--- src/rtl/ccip_mmio_csr_pkg.sv ---
// Shared types and register map for the CCI-P MMIO CSR block.
// The CCI-P structs here carry only the c0 MMIO request and c2 response fields the block uses.
package ccip_mmio_csr_pkg;

    localparam int OFS_DFH      = 'h000;
    localparam int OFS_ID_L     = 'h008;
    localparam int OFS_ID_H     = 'h010;
    localparam int OFS_SCRATCH  = 'h028;
    localparam int OFS_MODE     = 'h030;
    localparam int OFS_USR_BASE = 'h040;
    localparam int OFS_RD_CNT   = 'h100;
    localparam int OFS_WR_CNT   = 'h108;
    localparam int OFS_BAD_CNT  = 'h110;

    localparam int MAX_USR_CSR = 16;

    typedef logic [$clog2(MAX_USR_CSR)-1:0] t_csr_idx;
    typedef logic [14:0] t_reg_idx;

    // Register index is the 64-bit word number, i.e. byte offset / 8.
    localparam t_reg_idx IDX_DFH      = t_reg_idx'(OFS_DFH >> 3);
    localparam t_reg_idx IDX_ID_L     = t_reg_idx'(OFS_ID_L >> 3);
    localparam t_reg_idx IDX_ID_H     = t_reg_idx'(OFS_ID_H >> 3);
    localparam t_reg_idx IDX_SCRATCH  = t_reg_idx'(OFS_SCRATCH >> 3);
    localparam t_reg_idx IDX_MODE     = t_reg_idx'(OFS_MODE >> 3);
    localparam t_reg_idx IDX_USR_BASE = t_reg_idx'(OFS_USR_BASE >> 3);
    localparam t_reg_idx IDX_RD_CNT   = t_reg_idx'(OFS_RD_CNT >> 3);
    localparam t_reg_idx IDX_WR_CNT   = t_reg_idx'(OFS_WR_CNT >> 3);
    localparam t_reg_idx IDX_BAD_CNT  = t_reg_idx'(OFS_BAD_CNT >> 3);

    typedef struct packed {
        logic [15:0] address;
        logic [1:0]  length;
        logic [8:0]  tid;
    } t_ccip_c0_ReqMmioHdr;

    typedef struct packed {
        logic                mmioRdValid;
        logic                mmioWrValid;
        t_ccip_c0_ReqMmioHdr hdr;
        logic [63:0]         data;
    } t_if_ccip_c0_Rx;

    typedef struct packed {
        t_if_ccip_c0_Rx c0;
    } t_if_ccip_Rx;

    typedef struct packed {
        logic [8:0] tid;
    } t_ccip_c2_RspMmioHdr;

    typedef struct packed {
        logic                mmioRdValid;
        t_ccip_c2_RspMmioHdr hdr;
        logic [63:0]         data;
    } t_if_ccip_c2_Tx;

    typedef struct packed {
        logic        valid;
        logic        is_rd;
        logic        is_wr;
        logic        is_4b;
        t_reg_idx    idx;
        logic        dsel;
        logic [8:0]  tid;
        logic [63:0] data;
    } t_mmio_stage;

    // A 4B write carries its dword in data[31:0] and lands in the half chosen by dsel.
    function automatic logic [63:0] mergeWr(input logic [63:0] oldQ, input logic [63:0] wData,
                                            input logic is4b, input logic dsel);
        if (!is4b) return wData;
        return dsel ? {wData[31:0], oldQ[31:0]} : {oldQ[63:32], wData[31:0]};
    endfunction

endpackage

--- src/rtl/ccip_mmio_stats.sv ---
// Wrapping MMIO access counters; only compiled when CCIP_MMIO_STATS_EN is defined.
`ifdef CCIP_MMIO_STATS_EN
module ccip_mmio_stats (
    input  logic        i_clk,
    input  logic        i_reset,
    input  logic        i_rd,
    input  logic        i_wr,
    input  logic        i_badRd,
    input  logic        i_badWr,
    input  logic        i_clr,
    output logic [31:0] o_rdCnt,
    output logic [31:0] o_wrCnt,
    output logic [31:0] o_badCnt
);

    logic [31:0] r_rdCnt;
    logic [31:0] r_wrCnt;
    logic [31:0] r_badCnt;

    // Clear has priority so the clearing write never shows up in the counts.
    always_ff @(posedge i_clk) begin
        if (i_reset || i_clr) begin
            r_rdCnt  <= '0;
            r_wrCnt  <= '0;
            r_badCnt <= '0;
        end else begin
            r_rdCnt  <= r_rdCnt + 32'(i_rd);
            r_wrCnt  <= r_wrCnt + 32'(i_wr);
            r_badCnt <= r_badCnt + 32'(i_badRd) + 32'(i_badWr);
        end
    end

    assign o_rdCnt  = r_rdCnt;
    assign o_wrCnt  = r_wrCnt;
    assign o_badCnt = r_badCnt;

endmodule
`endif

--- src/rtl/ccip_mmio_csr_block.sv ---
// CCI-P MMIO CSR block: DFH/ID, scratch, mode and user CSRs with a fixed 2-cycle read pipeline.
// Define CCIP_MMIO_STATS_EN to add RD/WR/BAD access counters at 0x100-0x110.
module ccip_mmio_csr_block
    import ccip_mmio_csr_pkg::*;
#(
    parameter logic [63:0] AFU_DFH     = 64'h1000_0000_0000_0001,
    parameter logic [63:0] AFU_ID_L    = 64'h0,
    parameter logic [63:0] AFU_ID_H    = 64'h0,
    parameter int          NUM_USR_CSR = 8
) (
    input  logic                       pClk,
    input  logic                       pReset,
    input  t_if_ccip_Rx                pck_cp2af_sRx,
    output t_if_ccip_c2_Tx             c2_tx,
    input  logic [63:0]                mode_status,
    output logic [64*NUM_USR_CSR-1:0]  usr_csr,
    output logic                       usr_csr_wr_valid,
    output t_csr_idx                   usr_csr_wr_idx
);

    t_mmio_stage    w_req;
    t_mmio_stage    r_s1;
    t_if_ccip_c2_Tx r_c2;
    logic [63:0]    r_scratch;
    logic [63:0]    r_usrCsr [NUM_USR_CSR];
    logic           r_wrValid;
    t_csr_idx       r_wrIdx;
    logic           w_rdEn;
    logic           w_wrEn;
    logic           w_usrHit;
    t_csr_idx       w_usrSel;
    logic [63:0]    w_usrQ;
    logic [63:0]    w_regQ;
    logic [63:0]    w_rdData;

`ifdef CCIP_MMIO_STATS_EN
    logic        w_rdMapped;
    logic        w_wrOk;
    logic        w_clr;
    logic [31:0] w_rdCnt;
    logic [31:0] w_wrCnt;
    logic [31:0] w_badCnt;
`endif

    always_comb begin
        w_req       = '0;
        w_req.is_rd = pck_cp2af_sRx.c0.mmioRdValid;
        w_req.is_wr = pck_cp2af_sRx.c0.mmioWrValid;
        w_req.valid = pck_cp2af_sRx.c0.mmioRdValid | pck_cp2af_sRx.c0.mmioWrValid;
        w_req.is_4b = (pck_cp2af_sRx.c0.hdr.length == 2'd0);
        w_req.idx   = pck_cp2af_sRx.c0.hdr.address[15:1];
        w_req.dsel  = pck_cp2af_sRx.c0.hdr.address[0];
        w_req.tid   = pck_cp2af_sRx.c0.hdr.tid;
        w_req.data  = pck_cp2af_sRx.c0.data;
    end

    always_ff @(posedge pClk) begin
        if (pReset) r_s1 <= '0;
        else        r_s1 <= w_req;
    end

    assign w_rdEn = r_s1.valid & r_s1.is_rd;
    assign w_wrEn = r_s1.valid & r_s1.is_wr;

    always_comb begin
        w_usrHit = 1'b0;
        w_usrSel = '0;
        w_usrQ   = '0;
        for (int i = 0; i < NUM_USR_CSR; i++) begin
            if (r_s1.idx == t_reg_idx'(IDX_USR_BASE + i)) begin
                w_usrHit = 1'b1;
                w_usrSel = t_csr_idx'(i);
                w_usrQ   = r_usrCsr[i];
            end
        end
    end

`ifdef CCIP_MMIO_STATS_EN
    always_comb begin
        w_clr      = w_wrEn && (r_s1.idx == IDX_RD_CNT);
        w_wrOk     = (r_s1.idx == IDX_SCRATCH) || w_usrHit || (r_s1.idx == IDX_RD_CNT);
        w_rdMapped = (r_s1.idx <= IDX_MODE) || w_usrHit ||
                     (r_s1.idx >= IDX_RD_CNT && r_s1.idx <= IDX_BAD_CNT);
    end

    ccip_mmio_stats u_stats (
        .i_clk    (pClk),
        .i_reset  (pReset),
        .i_rd     (w_rdEn),
        .i_wr     (w_wrEn),
        .i_badRd  (w_rdEn & ~w_rdMapped),
        .i_badWr  (w_wrEn & ~w_wrOk),
        .i_clr    (w_clr),
        .o_rdCnt  (w_rdCnt),
        .o_wrCnt  (w_wrCnt),
        .o_badCnt (w_badCnt)
    );
`endif

    // Reads see state before any write in the same stage, since writes commit at the end of it.
    always_comb begin
        w_regQ = '0;
        case (r_s1.idx)
            IDX_DFH:     w_regQ = AFU_DFH;
            IDX_ID_L:    w_regQ = AFU_ID_L;
            IDX_ID_H:    w_regQ = AFU_ID_H;
            IDX_SCRATCH: w_regQ = r_scratch;
            IDX_MODE:    w_regQ = mode_status;
`ifdef CCIP_MMIO_STATS_EN
            IDX_RD_CNT:  w_regQ = {32'd0, w_rdCnt};
            IDX_WR_CNT:  w_regQ = {32'd0, w_wrCnt};
            IDX_BAD_CNT: w_regQ = {32'd0, w_badCnt};
`endif
            default:     w_regQ = w_usrHit ? w_usrQ : 64'd0;
        endcase
        if (!r_s1.is_4b)    w_rdData = w_regQ;
        else if (r_s1.dsel) w_rdData = {2{w_regQ[63:32]}};
        else                w_rdData = {2{w_regQ[31:0]}};
    end

    always_ff @(posedge pClk) begin
        if (pReset) begin
            r_scratch <= '0;
            for (int i = 0; i < NUM_USR_CSR; i++) r_usrCsr[i] <= '0;
            r_wrValid <= 1'b0;
            r_wrIdx   <= '0;
        end else begin
            r_wrValid <= 1'b0;
            if (w_wrEn && r_s1.idx == IDX_SCRATCH)
                r_scratch <= mergeWr(r_scratch, r_s1.data, r_s1.is_4b, r_s1.dsel);
            if (w_wrEn && w_usrHit) begin
                for (int i = 0; i < NUM_USR_CSR; i++) begin
                    if (w_usrSel == t_csr_idx'(i))
                        r_usrCsr[i] <= mergeWr(r_usrCsr[i], r_s1.data, r_s1.is_4b, r_s1.dsel);
                end
                r_wrValid <= 1'b1;
                r_wrIdx   <= w_usrSel;
            end
        end
    end

    always_ff @(posedge pClk) begin
        if (pReset) begin
            r_c2 <= '0;
        end else begin
            r_c2 <= '0;
            if (w_rdEn) begin
                r_c2.mmioRdValid <= 1'b1;
                r_c2.hdr.tid     <= r_s1.tid;
                r_c2.data        <= w_rdData;
            end
        end
    end

    for (genvar g = 0; g < NUM_USR_CSR; g++) begin : g_usrOut
        assign usr_csr[64*g +: 64] = r_usrCsr[g];
    end

    assign c2_tx            = r_c2;
    assign usr_csr_wr_valid = r_wrValid;
    assign usr_csr_wr_idx   = r_wrIdx;

endmodule

--- config.mk ---
export PLATFORM = sky130hd
export DESIGN_NAME = ccip_mmio_csr_block
export DESIGN_NICKNAME = d
export VERILOG_FILES = /design/src/rtl/ccip_mmio_csr_pkg.sv /design/src/rtl/ccip_mmio_stats.sv /design/src/rtl/ccip_mmio_csr_block.sv
export SDC_FILE = /design/constraint.sdc
export NUM_CORES = 1
export LEC_CHECK = 0
export CAP_MARGIN = 20
export CORE_AREA = 2 2 289 291
export DETAILED_ROUTE_END_ITERATION = 12
export DIE_AREA = 0 0 291 293
export GPL_TIMING_DRIVEN = 0
export SETUP_SLACK_MARGIN = 0.1
export SLEW_MARGIN = 20
export SYNTH_ARGS = -nofsm -noshare
export SYNTH_HDL_FRONTEND = slang
export SYNTH_HIERARCHICAL = 1
export SYNTH_SLANG_ARGS = --single-unit
--- constraint.sdc ---
create_clock -name pClk -period 11.1 [get_ports pClk]
set_input_delay 2.22 -clock pClk [delete_from_list [all_inputs] [get_ports pClk]]
set_output_delay 2.22 -clock pClk [all_outputs]
set_load 0.1 [all_outputs]
# Word-level counts from Yosys, hierarchy flattened
# Memories as Yosys holds them, arrays and structs flattened.
# Cells that the tools add are included.
[classes]
eq_ne = 20
muxes = 141
bitwise = 12
reduce_logical = 10
[ops]
columns = ["operator", "count"]
rows = [
  ["64-bit 2-to-1 mux", 62],
  ["64-bit case mux with 4 select lines", 1],
  ["15-bit by 4-bit equality test with 1-bit output, second input constant", 8],
  ["74-bit 2-to-1 mux", 1],
  ["1-bit 2-to-1 mux", 71],
  ["15-bit by 3-bit equality test with 1-bit output, second input constant", 2],
  ["4-bit 2-to-1 mux", 6],
  ["4-bit by 3-bit equality test with 1-bit output, second input constant", 4],
  ["15-bit by 1-bit equality test with 1-bit output, second input constant", 1],
  ["15-bit by 2-bit equality test with 1-bit output, second input constant", 1],
  ["15-bit logical NOT", 1],
  ["1-bit OR", 9],
  ["4-bit by 2-bit equality test with 1-bit output, second input constant", 2],
  ["4-bit by 1-bit equality test with 1-bit output, second input constant", 1],
  ["4-bit logical NOT", 1],
  ["2-bit AND reduction", 2],
  ["2-bit OR reduction", 2],
  ["1-bit AND", 2],
  ["1-bit logical AND", 2],
  ["2-bit logical NOT", 1],
  ["2-bit by 1-bit inequality test with 1-bit output, second input constant", 1],
  ["2-bit nonzero test", 1],
  ["1-bit inverter", 1],
]
[word_totals]
reg_bits = 236
ram_bits = 512
in_bits = 159
output_inout_bits = 591
elab_cells = 199
memories = 1
[mem_list]
columns = ["name", "depth", "word_bits", "read_ports", "rd_clocked_by_memory_dff", "wr", "line_no", "source"]
rows = [
  ["r_usrCsr", 8, 64, 8, 0, 8, "ccip_mmio_csr_block.sv:25", "logic [63:0] r_usrCsr [NUM_USR_CSR];"],
]

# Depth between registers and ports, before layout
# Gate-level depths: netlist of the first run.
[logic_depth]
ltp_word = 17
depth_mapped = 11
ltp_nobuf = 6

# Least setup slack after synthesis of the first run
# No wires, ideal clock.
[synth_timing]
kind = "input to register"
startpoint = "input port pReset"
endpoint = "memory r_usrCsr[2][0], in the netlist r_usrCsr[0][128], enable pin"
setup_ps = 428
t_arrival_ps = 4376
t_required_ps = 10672
path_slack_ps = 6296
cell_stages = 4
path_buffers = 1
path_cell_list = "nor3_1 > nand3_1 > clkbuf_1 > o21bai_1"
[synth_lines]
columns = ["item", "line_no", "source"]
rows = [
  ["from (decl)", "ccip_mmio_csr_block.sv:12", "input logic pReset,"],
  ["to (decl)", "ccip_mmio_csr_block.sv:25", ""],
]

==> results of run 1 <==
==> layout make-up <==
class	count	area, µm²
diodes	19	47.5
plain buffers	209	912
clock buffers	114	2290
clock inverters	37	360
fillers	7171	39400
inverters	6	22.5
multi-input cells	1511	9410
flip-flops and latches	747	20100
well taps	1070	1340
repair buffers	773	8020
==> metal layers <==
layer / part of all wire / global-route usage / vias up / wire length, µm
li1: - / - / 10900 / -
met1: 0.36 / 0.515 / 14100 / 65300
met2: 0.44 / 0.641 / 2455 / 80500
met3: 0.12 / 0.116 / 524 / 22000
met4: 0.076 / 0.259 / 14 / 13900
met5: 0.00076 / 0 / - / 138
==> Yosys cell counts (all sizes together), types with 6 or more instances <==
master,n
edfxtp,512
nor2,499
dfxtp,235
nand2,147
clkbuf,131
nor2b,129
a21oi,98
a221oi,85
buf,78
a22oi,69
o21ai,57
a211oi,49
and2,46
mux4,39
mux2i,35
nor3,33
nand3,28
a222oi,22
o211ai,22
a22o,16
a311oi,14
nor4,14
o21bai,12
o2bb2ai,10
mux2,8
a31oi,7
o21a,7
or4,7
a21o,6
inv,6
o2111ai,6
==> sequential cells by signal, indices dropped and copies added, names as in the netlist <==
signal and cells:
c2_tx 74, usr_csr_wr_idx 3, usr_csr_wr_valid 1, r_s1 93, r_scratch 64, r_usrCsr 512
==> worst max path at each step <==
stage / from / end
finish: pReset / r_usrCsr[1][131]
detailed placement: pReset / r_usrCsr[1][153]
global route: pReset / r_usrCsr[1][130]
floorplan: pReset / r_usrCsr[0][128]
global placement: r_s1[75] / r_usrCsr[0][187]
CTS: pReset / r_usrCsr[1][140]
==> stage by stage <==
step | power, mW | instance area (µm²) | setup slack, ns | hold slack (ns) | cells
2_1_floorplan | 3.75 | 30200 | 6.30 | 0.406 | 2473
6_report | 6.83 | 42500 | 5.31 | 0.439 | 4486
3_3_place_gp | 4.12 | 39000 | 2.16 | 0.411 | 4291
4_1_cts | 6.80 | 42400 | 5.40 | 0.443 | 4466
3_5_place_dp | 4.14 | 39800 | 4.74 | 0.420 | 4315
5_1_grt | 6.92 | 42500 | 5.38 | 0.446 | 4478
==> worst register-to-register path, stage by stage (launching register included) <==
cell	delay, ns
dfxtp_1	0.34
clkbuf_1	0.34
clkbuf_2	0.59
buf_2	0.72
clkbuf_1	1.01
nand3_1	0.42
clkbuf_2	0.60
o21bai_4	0.66
buf_16	0.24
buf_16	0.18
==> kinds of logic (layout without fill, tap and decap cells) <==
logic type,after synthesis,after routing,synth area share
other,1,20,0.000124
muxes,82,82,0.0437
buffers and inverters,215,1139,0.0300
and+or+nand+nor,924,924,0.141
AOI/OAI and AO/OA,504,504,0.121
DFF,747,747,0.665
==> where the power goes <==
group	switching, mW	internal, mW
Clock	1.18	1.54
Sequential	0.0795	3.05
Combinational	0.745	0.227
==> impl_metrics.csv, run 1 <==
group,metric,value,unit
critical_path,cp_num_cells,5,
cts,cts_repair_resize_count,0,
place,place.port_buffers,748,
critical_path,required,11.37,ns
critical_path,timing.rr.start,"r_s1[75]",
power_and_ir_drop,total_leakage_power,14.4,nW
cts,cts.sinks,747,
route,postRouteWirelength,182000,µm
critical_path,critPathMaxStageDelay,0.97,ns
route,ant_nets,0,
synthesis,syn-num-nets,2632,
finish,nNetsFinal,3489,
synthesis,synth.area.top_cells,"edfxtp_1, dfxtp_1, nor2_1",
critical_path,cp_max_fo,32,
hold_path,whs_endpoint,"c2_tx[71]",
cts,cts_root_buf,"clkbuf_16",
floorplanning,fp.dieW,291,µm
cts,post_cts_buffers,0,
finish,final_cell_mix,"clkdlybuf4s50_1, edfxtp_1, nor2_1, dfxtp_1, nand2_1",
critical_path,cpLargestDelayFamily,"buffers and inverters",
finish,area_growth,40.6,%
route,drcViolationCount,0,
timing,timing.final.crit_share,0.522,
synthesis,avgSynthCellArea,12.2,µm²
cts,clk_latency,0.66,ns
critical_path,crit_path_frequent_cell,"clkbuf_1",
timing,layout_min_cycle_time,5.79,ns
synthesis,synthDistinctLibCells,60,
global_route,grt_pass1_vias,26600,
finish,postLayoutCoreUtil,0.519,
finish,layout_commonest_cell,"clkdlybuf4s50_1",
timing,rsz0062_at_grt,"false",
cts,htreeDepth,3,
route,wl_per_cell,40.5,µm
route,num_vias,28000,
global_route,grt-ovfl-total,0,
timing,fmax,0.173,GHz
cts,cts_buffers,82,
critical_path,r2r_cells,9,
synthesis,synth_area_leader_cell,"edfxtp_1",
timing,finalSetupTns,0,ns
synthesis,synthArstFlopShare,0,
floorplanning,core,81800,µm²
synthesis,synth_area,30200,µm²
synthesis,ys.flop_type,"edfxtp_1",
synthesis,yosysSeqAreaShare,0.665,
route,firstDrtPassIters,7,
critical_path,startpoint_type,"input port",
timing,skew,0.0196,ns
finish,drive_above_1_share,0.0921,
power_and_ir_drop,worst_ir_drop_vdd,0.000134,V
timing,finalHoldViolCount,0,
timing,drv_slew,0,
synthesis,yosys_warnings,6,
critical_path,crit_slowest_cell,"a31o_2",
timing,setup_viol,0,
hold_path,holdPathStages,1,
cts,path_clk_slew,0.06,ns
critical_path,critPathBufInv,4,
place,dp_hpwl,137000,µm
status,outcome,"finished, final reports clean",
synthesis,synth_edf_count,512,
timing,slew_headroom,0.105,
global_route,grt_start_max_net_pins,33,
hold_path,holdCritStartpoint,"r_s1[71]",
critical_path,rrSetupSlack,5.68,ns
global_route,grt_pass1_wl,237000,µm
synthesis,syn-instance-count,2473,
cts,cts_tree,"done",
timing,tightest_slew,1.34,ns
route,post_drt_via_cell_ratio,6.23,
floorplanning,io_pins,750,
floorplanning,rows,105,
floorplanning,die_y,293,µm
global_route,grt_util_all_layers,0.415,
critical_path,crit_arrival,6.06,ns
run,maxCapViolations,0,
synthesis,ys_ff_latch,747,
floorplanning,initial_core_util,0.369,
critical_path,critical_path.cell_chain,"clkdlybuf4s50_1 > clkbuf_1 > clkbuf_1 > clkbuf_1 > a31o_2",
critical_path,r2r-end,"r_usrCsr[0][134]",
power_and_ir_drop,power_density,161,nW/µm²
cts,hold_buffers,0,
synthesis,synth_top_area_frac,0.509,
floorplanning,die-area,85300,µm²
global_route,antenna_found_initial,31,
critical_path,critPathKind,"in2reg",
critical_path,cp-end-kind,"register",
place,gp_congestion,1.02,
route,drt_iter0_drc,4966,
cts,cts_max_path_buffers,3,
hold_path,hp-class,"reg2reg",
(Power assumes the default switching activity.)
==> run 2: changes to the inputs <==
--- a/config.mk
+++ b/config.mk
@@ -6,9 +6,9 @@
 export NUM_CORES = 1
 export LEC_CHECK = 0
 export CAP_MARGIN = 20
-export CORE_AREA = 2 2 289 291
+export CORE_AREA = 2 2 288 290
 export DETAILED_ROUTE_END_ITERATION = 12
-export DIE_AREA = 0 0 291 293
+export DIE_AREA = 0 0 290 292
 export GPL_TIMING_DRIVEN = 0
 export SETUP_SLACK_MARGIN = 0.1
 export SLEW_MARGIN = 20
==> constraint.sdc (replaced) <==
create_clock -name pClk -period 5.8 [get_ports pClk]
set_input_delay 1.16 -clock pClk [delete_from_list [all_inputs] [get_ports pClk]]
set_output_delay 1.16 -clock pClk [all_outputs]
set_load 0.1 [all_outputs]
==> impl_metrics.csv, run 2 (same netlist as run 1, synthesis figures left out) <==
group,metric,value,unit
cts,clk_latency,0.65,ns
finish,layout_commonest_cell,"clkdlybuf4s50_1",
cts,post_cts_buffers,0,
critical_path,crit_arrival,5.58,ns
critical_path,critPathMaxStageDelay,0.87,ns
finish,largest_reg_flops,512,
route,wl_per_cell,40.4,µm
floorplanning,die_y,292,µm
finish,n_fill_cell,7120,
timing,finalSetupTns,0,ns
power_and_ir_drop,power_switching,3.82,mW
power_and_ir_drop,p_clk_frac,0.395,
floorplanning,rows,105,
route,firstDrtPassIters,9,
cts,cts_root_buf,"clkbuf_16",
timing,slew_headroom,0.145,
cts,cts.sinks,747,
global_route,antenna_found_initial,33,
place,placed_cells,4322,
cts,path_clk_slew,0.06,ns
critical_path,crit_path_frequent_cell,"buf_2",
hold_path,hp-class,"reg2reg",
critical_path,startpoint_type,"register",
global_route,grt_start_max_net_pins,33,
global_route,grt-ovfl-total,0,
floorplanning,initial_core_util,0.370,
timing,fmax,0.193,GHz
critical_path,critical_path.cell_chain,"buf_2 > buf_2 > buf_2 > buf_2 > nand2_1 > nand4_1 > clkbuf_1 > o21bai_4 > buf_16",
timing,setup_viol,0,
power_and_ir_drop,total_leakage_power,14.5,nW
cts,cts_repair_resize_count,0,
route,drcViolationCount,0,
floorplanning,die-area,84700,µm²
power_and_ir_drop,internal_power,9.17,mW
critical_path,cpLargestDelayFamily,"buffers and inverters",
critical_path,required,6.19,ns
timing,tightest_slew,1.28,ns
global_route,grt_util_all_layers,0.417,
critical_path,critPathKind,"reg2reg",
global_route,grt_most_used_layer,"met2",
cts,hold_buffers,0,
timing,layout_min_cycle_time,5.19,ns
power_and_ir_drop,combPwrFrac,0.144,
timing,finalHoldViolCount,0,
status,outcome,"finished, final reports clean",
global_route,grt_pass1_vias,26900,
run,maxCapViolations,0,
route,num_vias,28100,
place,place.port_buffers,748,
timing,fin_hold_ws,0.435,ns
power_and_ir_drop,power_density,305,nW/µm²
finish,nNetsFinal,3495,
finish,drive_above_1_share,0.0949,
timing,timing.final.crit_share,0.894,
floorplanning,io_pins,750,
cts,htreeDepth,3,
global_route,met1_usage,0.514,
global_route,grt_use_met3,0.121,
global_route,grt_pass1_wl,237000,µm
route,postRouteWirelength,182000,µm
floorplanning,fp.dieW,290,µm
cts,cts_buffers,82,
route,ant_nets,0,
place,dp_hpwl,137000,µm
power_and_ir_drop,swShare,0.294,
power_and_ir_drop,p_total,13.0,mW
finish,area_growth,41.0,%
cts,cts_max_path_buffers,3,
route,drt_iter0_drc,4821,
timing,drv_slew,0,
finish,largest_register,"r_usrCsr",
critical_path,critPathBufInv,6,
floorplanning,core,81600,µm²
critical_path,crit_slowest_cell,"clkbuf_1",
power_and_ir_drop,worst_ir_drop_vdd,0.000232,V
cts,cts_tree,"done",
timing,rsz0062_at_grt,"false",
critical_path,cp-end-kind,"register",
finish,final_cell_mix,"clkdlybuf4s50_1, edfxtp_1, nor2_1, dfxtp_1, nand2_1",
timing,skew,0.0227,ns
global_route,met2_usage,0.652,
place,gp_congestion,1.02,
route,post_drt_via_cell_ratio,6.25,
power_and_ir_drop,p_seq_frac,0.461,
critical_path,cp_max_fo,17,
finish,final_cells,4494,
[run 2: cell count changes in the layout (fill, tap and decap cells not counted), moves of 2 or more]
cell       before  now
clkinv_8        4    0
clkinv_1       16    9
clkbuf_8        7    9
clkbuf_16      84   86
clkinv_2        7   12
bufinv_16       4    1
diode_2        19   22
clkbuf_1      132  134
clkinv_4        0    3
buf_16         14   22
[run 2: area by class of cell]
cell class,count,area [µm²],share of cell area
Clock buffer,120,2370,0.0557
Buffer,209,912,0.0214
Sequential cell,747,20100,0.471
Tap cell,1070,1340,0.0314
Timing Repair Buffer,779,8210,0.193
Antenna cell,22,55.1,0.00129
Clock inverter,30,190,0.00447
Inverter,6,22.5,0.000529
Multi-Input combinational cell,1511,9410,0.221
[run 2: power groups by stage]
stage	clock network, mW	logic [mW]	registers (mW)
global placement	0	1.77	6.11
CTS	5.09	1.85	5.98
detailed placement	0	1.85	6.09
global route	5.30	1.89	5.99
finish	5.13	1.88	5.99
floorplan	0	0.306	6.86
[run 2: per-stage QoR]
stage                      util  setup WS (ns)  cell area (µm²)
after floorplan               -           1.82            30200
after global placement    0.478          -3.00            39000
after detailed placement  0.490          0.787            40000
after CTS                 0.521          0.769            42500
after global routing      0.522          0.687            42600
final                     0.522          0.614            42600
[run 2: path summary, 6_finish.rpt]
path                            startpoint               to  slack (ns)  cells past startpoint
worst max-delay path              r_s1[74]  r_usrCsr[1][31]        0.61                      9
worst min-delay path              r_s1[70]        c2_tx[70]        0.44                      1
worst max register to register    r_s1[74]  r_usrCsr[1][31]        0.61                      9
worst min register to register    r_s1[70]        c2_tx[70]        0.44                      1
[run 2: per-layer routing]
layer	up-vias	wire, µm
met5	-	72
met3	569	22000
li1	10900	-
met2	2455	81600
met4	12	13000
met1	14200	64800
